File: src/rtl/ib32bit_adder.sv
// ----------------------------------------------------------------------------
// ib32bit_adder
// Instruction-buffer address incrementer in front of the PC register.
// Adds an increment amount to the current instruction address and registers
// the next address, its carry (wrap past 2^AWIDTH-1) and a valid strobe.
//
// Ports:
//   clk        in   1       system clock, rising edge
//   rst_n      in   1       asynchronous active-low reset
//   en         in   1       advance enable; low holds addr_out/carry_out
//   inc        in   AWIDTH  unsigned increment amount
//   addr       in   AWIDTH  current instruction address
//   addr_out   out  AWIDTH  registered next address
//   carry_out  out  1       registered carry of the addition
//   valid_out  out  1       high for the cycle after an enabled update
// ----------------------------------------------------------------------------
module ib32bit_adder #(
    parameter int unsigned AWIDTH = 6
) (
    input  logic              clk,
    input  logic              rst_n,
    input  logic              en,
    input  logic [AWIDTH-1:0] inc,
    input  logic [AWIDTH-1:0] addr,
    output logic [AWIDTH-1:0] addr_out,
    output logic              carry_out,
    output logic              valid_out
);

    localparam int unsigned SWIDTH = AWIDTH + 1;

    logic [SWIDTH-1:0] w_sum;
    logic [AWIDTH-1:0] w_result;
    logic              w_carry;

    logic [AWIDTH-1:0] r_addr;
    logic              r_carry;
    logic              r_valid;

    // Zero-extended add so the top bit captures the wrap.
    assign w_sum    = SWIDTH'({1'b0, addr}) + SWIDTH'({1'b0, inc});
    assign w_result = w_sum[AWIDTH-1:0];
    assign w_carry  = w_sum[AWIDTH];

    // Result registers; addr/inc are only looked at when en is high, so
    // unknown inputs during a hold cannot reach the held state.
    always_ff @(posedge clk or negedge rst_n) begin
        if (!rst_n) begin
            r_addr  <= '0;
            r_carry <= 1'b0;
            r_valid <= 1'b0;
        end else begin
            if (en == 1'b1) begin
                r_addr  <= w_result;
                r_carry <= w_carry;
                r_valid <= 1'b1;
            end else begin
                r_valid <= 1'b0;
            end
        end
    end

    assign addr_out  = r_addr;
    assign carry_out = r_carry;
    assign valid_out = r_valid;

endmodule

File: config.mk
export PLATFORM = sky130hd
export DESIGN_NAME = ib32bit_adder
export DESIGN_NICKNAME = d
export VERILOG_FILES = /design/src/rtl/ib32bit_adder.sv
export SDC_FILE = /design/constraint.sdc
export NUM_CORES = 1
export LEC_CHECK = 0
export ABC_AREA = 1
export BUFFER_PORTS_ARGS = -buffer_cell sky130_fd_sc_hd__buf_2
export CAP_MARGIN = 10
export CORE_AREA = 3 3 40 42
export CTS_CLUSTER_DIAMETER = 40
export CTS_CLUSTER_SIZE = 12
export DETAILED_ROUTE_END_ITERATION = 8
export DIE_AREA = 0 0 43 45
export PLACE_DENSITY = 0.7
export SLEW_MARGIN = 30
export SYNTH_ARGS = -nofsm -noshare
export SYNTH_HDL_FRONTEND = slang
export SYNTH_SLANG_ARGS = --single-unit
export TNS_END_PERCENT = 10
File: constraint.sdc
create_clock -name clk -period 0.9 [get_ports clk]
set_clock_uncertainty 0.2 [all_clocks]
set_input_delay 0.09 -clock clk [delete_from_list [all_inputs] [get_ports clk]]
set_output_delay 0.09 -clock clk [all_outputs]
set_load 0.01 [all_outputs]
Word level (Yosys, flattened, before mapping)
Cells that the tools add are included.
Word-level totals
  logic and storage cells: 5
  ROM bits: 0
  input port bits: 15
  bits in registers: 8
  memory bits (writable): 0
  memories: 0
  bits in latches: 0
Cells by class
  equality and inequality tests: 0
  multiplexer cells: 1
  bitwise operators: 0
  reductions and logical operators: 0
  div/mod/pow operators: 0
  shifts and indexed selects: 0
  $add $sub $neg: 1
  $lt $le $gt $ge: 0
  $mul: 0
Operators by type and width (number)
  adder 6 x 6 -> 7 bit: 1
  two-way mux 1 bit: 1

Longest topological paths before layout
Gate-level depths: netlist of run 1.
  word-level depth: 1
  depth in mapped cells: 8
  gate-level depth less buffers: 8

Least setup slack after synthesis of run 1
No wires, ideal clock.
  path type: input to register
  from: input port inc[0]
  to: register r_addr[4], in the netlist addr_out[4]
  path slack: -0.450 ns
  data arrival time: 1.027 ns
  stages: 7
  data required time: 0.577 ns
  cells stage by stage: ha_1 > inv_1 > fa_1 > inv_1 > nand3_1 > a21oi_2 > o21ai_1
Between the ends
  cells in the longest elaborated chain, start to end: 1
Ends and longest elaborated chain
  start: declaration: line 23  | input logic [AWIDTH-1:0] inc,
  adder 6 x 6 -> 7 bit: line 41  | assign w_sum = SWIDTH'({1'b0, addr}) + SWIDTH'({1'b0, inc});
  end signal: assignment: line 54  | r_addr <= w_result;
  end: declaration: line 36  | logic [AWIDTH-1:0] r_addr;
Every way passes these cells.
A chain may end at the register's enable or synchronous reset.

Worst setup path in the final report of run 1
  from: input port addr[0]
  to: register r_carry, in the netlist carry_out
Between the ends
  cells in the longest elaborated chain, start to end: 1
Ends and longest elaborated chain
  start: declaration: line 24  | input logic [AWIDTH-1:0] addr,
  adder 6 x 6 -> 7 bit: line 41
  end signal: assignment: line 55  | r_carry <= w_carry;
  end: declaration: line 37  | logic r_carry;
Every way passes these cells.

==> metrics, run 1 <==
outcome=complete, but fails checks; failing checks=negative hold slack, negative setup slack; Rel. slew slack=87.2%; starting density of the core=40.4%; Pins Over Slew Limit=0; CTS sink count=8; signal arrival time at the worst endpoint=1.09 ns; Static Leak=0.430 nW; area of the placeable core=0.00128 sq mm; wire length per cell after detailed routing=10.3 um; global router's overall resource usage=13.4%; flop-to-flop setup slack=0.09 ns; non-filler instance count after layout=112; detailed-route wire length=1.15 mm; most repeated cell in the gate-level netlist after synthesis=nand2_1; number of cells traversed by the worst register-to-register path=2; capture point of the worst reg-to-reg path=carry_out$_DFFE_PN0P_; VDD IR-drop max=0.553 mV; share of the synthesized area in the top cell type=38.6%; Post-Synthesis Net Count=87; layout cell share with drive strength beyond 1=46.4%; global-route wire length before repair=1.94 mm; launch point of the worst reg-to-reg path=carry_out$_DFFE_PN0P_; PnR worst setup slack=-0.207 ns; post-synthesis register bit count=8; number of max-cap violations=0; worst min-delay path endpoint=valid_out$_DFF_PN0_; number of warning messages in the yosys log=0; vertical die dimension=45 um; sum of net half-perimeters after detailed placement=954 um; P&R area growth vs syn=58.6%; CP Class=in2reg; min-delay src=en; routed vias=517; via count of the first global-routing pass=491; largest area contributor in the netlist=dfrtp_1; maximum number of pins on one net before global-route repair=9; Critical Path Sink Type=register; first-pass detailed-route iteration total=4; Tightest Pin Transition=0.191 ns; final count of negative-setup-slack endpoints=14; buffers added on ports=22; number of rows created at floorplan=13; mean area per synthesized cell=7.99 sq um; GRT overflow=0; fraction of the core area covered by cells at the end of the flow=64.1%; RSZ-0062 raised after global routing=yes; average vias per placed instance=4.62; number of buffers inserted for hold repair after clock tree synthesis=1; number of buffers created by CTS=3; hold_ws=-0.101 ns; final routed DRC violation total=0; most instantiated cells after synthesis=18 x nand2_1, 9 x inv_1, 8 x dfrtp_1, 6 x ha_1; biggest area contributors in the synthesized netlist=dfrtp_1 39%, ha_1 14%, nand2_1 13%; net total in the final layout=121; antenna-violating nets left=0; maximum net fanout on the critical path=2; number of placed instances, taps included=107; placer congestion estimate=0.776; share of synthesized flip-flops with an asynchronous set or reset=100%; final cycle utilization of the critical path=123%; required time at the worst-slack endpoint=0.88 ns; crit start category=input port; clock transition at the register clock pins on the worst setup and hold paths after CTS=0.05 ns; clock insertion delay at the later pin of the skew report=0.24 ns; number of antenna diodes=0; Min-Delay Path Depth=2; CTS H-tree lvls=1; Root Buffer=clkbuf_4; area of the mapped netlist=519 sq um; number of failing hold endpoints at the final stage=2; power density over the cells=1310 mW/mm^2; die width=43 um; CTS max path bufs=2; number of synthesized flops with an enable pin=0; commonest register cell after synthesis=dfrtp_1; Yosys cell types=15; number of antenna violations at the first check in global routing=0; final critical path time including I/O delays and setup=1.11 ns; Die Footprint=0.00194 sq mm; register area share after synthesis=38.6%; fmax=903 MHz; 1st-iter DRT viols=8; clock tree from TritonCTS=built; IO Pins=23; type of the tightest min-delay check=in2reg; number of standard cells after synthesis=65
[flip-flops by register name, indices dropped and copies added (netlist names)]
| name | cells |
|---|---|
| addr_out | 6 |
| carry_out | 1 |
| valid_out | 1 |
[worst max path at each step]
| stage | from | endpoint | slack, ns |
|---|---|---|---|
| final | addr[0] | carry_out$_DFFE_PN0P_ | -0.21 |
| after global routing | addr[0] | carry_out$_DFFE_PN0P_ | -0.28 |
| after CTS | addr[0] | carry_out$_DFFE_PN0P_ | -0.24 |
| after detailed placement | inc[0] | carry_out$_DFFE_PN0P_ | -0.52 |
| after global placement | inc[0] | addr_out[4]$_DFFE_PN0P_ | -0.47 |
| after floorplan | inc[0] | addr_out[4]$_DFFE_PN0P_ | -0.33 |
[cell usage in the layout, fill, tap and decap left out, drive strengths merged, types with 3 or more instances in the layout]
| master | netlist | layout |
|---|---|---|
| buf | 0 | 28 |
| nand2 | 19 | 19 |
| inv | 9 | 9 |
| dfrtp | 8 | 8 |
| o21ai | 7 | 7 |
| ha | 6 | 6 |
| nand3 | 5 | 5 |
| nor2 | 4 | 4 |
| a21oi | 4 | 4 |
| clkbuf | 0 | 3 |
[layout make-up]
type	instances	area (sq um)
multi-input combinational	47	350
inverter	10	37.5
timing repair buffer	29	194
fill	117	462
tap	15	18.8
sequential	8	200
clock buffer	3	22.5
[stage by stage]
step	setup TNS [ns]	area (sq um)	setup slack, ns	power (W)
after CTS	-2.04	796	-0.238	0.00108
after detailed placement	-2.62	718	-0.516	0.000783
after floorplan	-1.49	539	-0.326	0.000624
after global placement	-2.49	718	-0.469	0.000772
final	-1.88	823	-0.207	0.00108
after global routing	-2.33	823	-0.276	0.00116
[what timing repair did]
action	CTS	global route
gates resized for setup	5	5
setup endpoints to repair	14	14
buffers inserted	1	0
hold endpoints to repair	10	2
pin swaps	6	4
[power breakdown]
part / internal, W / total, W / switching, W
clock network: 0.000152 / 0.000260 / 0.000109
registers: 0.000409 / 0.000431 / 0.0000220
logic: 0.000195 / 0.000390 / 0.000196
total: 0.000755 / 0.00108 / 0.000326
[critical path, stage by stage]
cell and delay (ns):
buf_8 0.07, ha_4 0.13, inv_2 0.04, fa_2 0.34, inv_2 0.07, nand3_2 0.07
a21oi_2 0.15, o21ai_1 0.07, nand2_1 0.06
[per-layer routing]
metal  wire [um]  up-vias  GRT usage (%)
met1         481      229           16.3
met5           0        -              0
met3          76        2           2.79
met2         582       13           23.4
met4           6        0           5.42
li1            -      273              -
[cells by family after synthesis]
family | Yosys count | synth area share (%)
buffers and inverters | 10 | 7.23
AOI/OAI and AO/OA | 11 | 11.3
and+or+nand+nor | 29 | 24.6
DFF | 8 | 38.6
adders and majority gates | 7 | 18.3
(Power assumes the default switching activity.)
==> run 2: changes to the inputs <==
--- a/config.mk
+++ b/config.mk
@@ -5,7 +5,6 @@
 export SDC_FILE = /design/constraint.sdc
 export NUM_CORES = 1
 export LEC_CHECK = 0
-export ABC_AREA = 1
 export BUFFER_PORTS_ARGS = -buffer_cell sky130_fd_sc_hd__buf_2
 export CAP_MARGIN = 10
 export CORE_AREA = 3 3 40 42
==> run 2 against run 1 <==
The run still ends with negative hold slack, negative setup slack left. First-iteration DRC count is 100% lower. Combinational power grew 19%. Final cell count shrank 19%. Utilization shrank 1.1 points. Largest power group is now combinational cells.
==> metrics, run 2 <==
outcome=complete, but fails checks; failing checks=negative hold slack, negative setup slack; RSZ-0062 raised after global routing=yes; area of the mapped netlist=515 sq um; mean area per synthesized cell=11.5 sq um; clock insertion delay at the later pin of the skew report=0.25 ns; maximum net fanout on the critical path=2; post-layout instance area=810 sq um; post-placement worst setup slack=-0.754 ns; wire length per cell after detailed routing=12.3 um; number of max-cap violations=0; routed vias=450; CTS max path bufs=2; Static Leak=0.385 nW; Die Footprint=0.00194 sq mm; 1st-iter DRT viols=0; final count of negative-setup-slack endpoints=15; Rel. slew slack=87.5%; fmax=761 MHz; Post-Synthesis Net Count=67; die width=43 um; area of the placeable core=0.00128 sq mm; commonest non-fill, non-tap cell in the layout=buf_2; share of synthesized flip-flops with an asynchronous set or reset=100%; detailed-route wire length=1.12 mm; maximum number of pins on one net before global-route repair=9; VDD IR-drop max=0.703 mV; postcts setup bufs=0; antenna-violating nets left=0; largest stage delay on the critical path=0.34 ns; largest area contributor in the netlist=dfrtp_1; CTS H-tree lvls=1; final routed DRC violation total=0; GRT overflow=0; fraction of the core area covered by cells at the end of the flow=63.0%; biggest area contributors in the synthesized netlist=dfrtp_1 39%, ha_1 15%, mux2_2 11%; global router's overall resource usage=12.4%; commonest register cell after synthesis=dfrtp_1; Critical Path Sink Type=register; required time at the worst-slack endpoint=0.84 ns; sum of net half-perimeters after detailed placement=906 um; vertical die dimension=45 um; Post-Place Cell Area=697 sq um; global-route wire length before repair=1.65 mm; Total Neg Setup Slack=-2.93 ns; share of total power consumed by net switching=29.0%; share of the synthesized area in the top cell type=38.8%; number of warning messages in the yosys log=0; power density over the cells=1470 mW/mm^2; clock network fraction of design power=22.4%; Root Buffer=clkbuf_4; share of total power in sequential cells=38.6%; Internal Power=0.000844 W; CTS sink count=8; first-pass detailed-route iteration total=1; hold_ws=-0.134 ns; most frequent cells in the layout=18 x buf_2, 8 x dfrtp_1, 7 x buf_4, 4 x ha_4; number of rows created at floorplan=13; most instantiated cells after synthesis=8 x dfrtp_1, 6 x ha_1, 5 x inv_1, 5 x mux2_2; number of antenna violations at the first check in global routing=0; starting density of the core=40.1%; via count of the first global-routing pass=418; Yosys cell types=21; number of failing hold endpoints at the final stage=7; post-synthesis register bit count=8; number of standard cells after synthesis=45; PnR worst setup slack=-0.413 ns; number of antenna diodes=0; Buffers & Inverters on Critical Path=2; P&R area growth vs syn=57.0%; type of the tightest min-delay check=in2reg; number of buffers created by CTS=3; combinational cell fraction of total power=39.0%; register area share after synthesis=38.8%; number of synthesized flops with an enable pin=0; Switch Pwr=0.000345 W; final critical path time including I/O delays and setup=1.31 ns; clock tree from TritonCTS=built; final cycle utilization of the critical path=146%; crit start category=input port; number of flip-flops in the largest register=6; clock transition at the register clock pins on the worst setup and hold paths after CTS=0.05 ns; signal arrival time at the worst endpoint=1.25 ns; Tightest Pin Transition=0.186 ns; net total in the final layout=100; Pins Over Slew Limit=0; CP Class=in2reg; placer congestion estimate=0.745; number of buffers inserted for hold repair after clock tree synthesis=1; master of the slowest instance on the critical path=fa_2; average vias per placed instance=4.95; category of cells accounting for the largest share of critical-path delay=adder cells; layout cell share with drive strength beyond 1=63.2%; IO Pins=23; buffers added on ports=22; most repeated cell in the gate-level netlist after synthesis=dfrtp_1; Critical Path, Cell by Cell=buf_6, ha_4, inv_2, fa_2, nor2b_2, o31a_1, a21oi_1, mux2_4
[run 2: cell types whose count changed in the layout (fill, tap and decap cells not counted), sizes merged, moves of 2 or more]
cell / delta
xnor2: +2
nor2: -2
nand3: -5
inv: -4
nand2: -19
mux2: +5
o21ai: -4
[run 2: cells by family (layout without fill, tap and decap cells)]
| group | Yosys count | in the layout | synth area share (%) |
|---|---|---|---|
| adder cells (fa/ha/maj) | 7 | 7 | 18.4 |
| flip-flops | 8 | 8 | 38.8 |
| multiplexers | 6 | 6 | 12.9 |
| buffers and inverters | 6 | 37 | 5.83 |
| AND/OR/NAND/NOR | 3 | 3 | 2.67 |
| XOR/XNOR | 3 | 3 | 5.10 |
| AO/OA/AOI/OAI | 12 | 12 | 16.3 |
[run 2: final timing paths]
check / to / startpoint / depth (start not counted) / slack, ns
setup / recovery: addr_out[4]$_DFFE_PN0P_ / inc[0] / 8 / -0.41
hold / removal: valid_out$_DFF_PN0_ / en / 1 / -0.13
setup reg to reg: addr_out[5]$_DFFE_PN0P_ / addr_out[5]$_DFFE_PN0P_ / 1 / -0.06
hold reg to reg: addr_out[3]$_DFFE_PN0P_ / addr_out[3]$_DFFE_PN0P_ / 1 / 0.30
max in group asynchronous: addr_out[1]$_DFFE_PN0P_ / rst_n / 2 / 0.34
min in group asynchronous: carry_out$_DFFE_PN0P_ / rst_n / 2 / 0
[run 2: metal layers]
metal  up-vias  GRT usage, %  part of all wire, %
li1        221             -                    -
met5         -             0                    0
met4         0          9.04                  2.1
met1       204          13.4                   37
met3         5          6.37                  8.9
met2        20          18.6                   51
[run 2: through the flow]
step	total power, W	std cells
global route	0.00129	91
floorplan	0.000690	45
detailed placement	0.000857	87
CTS	0.00114	91
finish	0.00119	91
global placement	0.000844	87
[run 2: power by group through the flow]
stage / logic [W] / registers, W / clock network [W]
3_5_place_dp: 0.000394 / 0.000463 / 0
6_report: 0.000463 / 0.000459 / 0.000267
3_3_place_gp: 0.000383 / 0.000461 / 0
2_1_floorplan: 0.000193 / 0.000497 / 0
5_1_grt: 0.000512 / 0.000467 / 0.000308
4_1_cts: 0.000404 / 0.000457 / 0.000281
[run 2: cell type report]
class	count	area [sq um]
Sequential cell	8	200
Timing Repair Buffer	29	186
Clock buffer	3	22.5
Multi-Input combinational cell	31	363
Tap cell	15	18.8
Inverter	5	18.8
Fill cell	108	475
[run 2: timing repair]
| action | 4_1_cts | 5_1_grt |
|---|---|---|
| setup endpoints to repair | 15 | 15 |
| endpoints found under the hold margin | 11 | 3 |
| resized for setup | 2 | 12 |
| pin swaps | 3 | 5 |
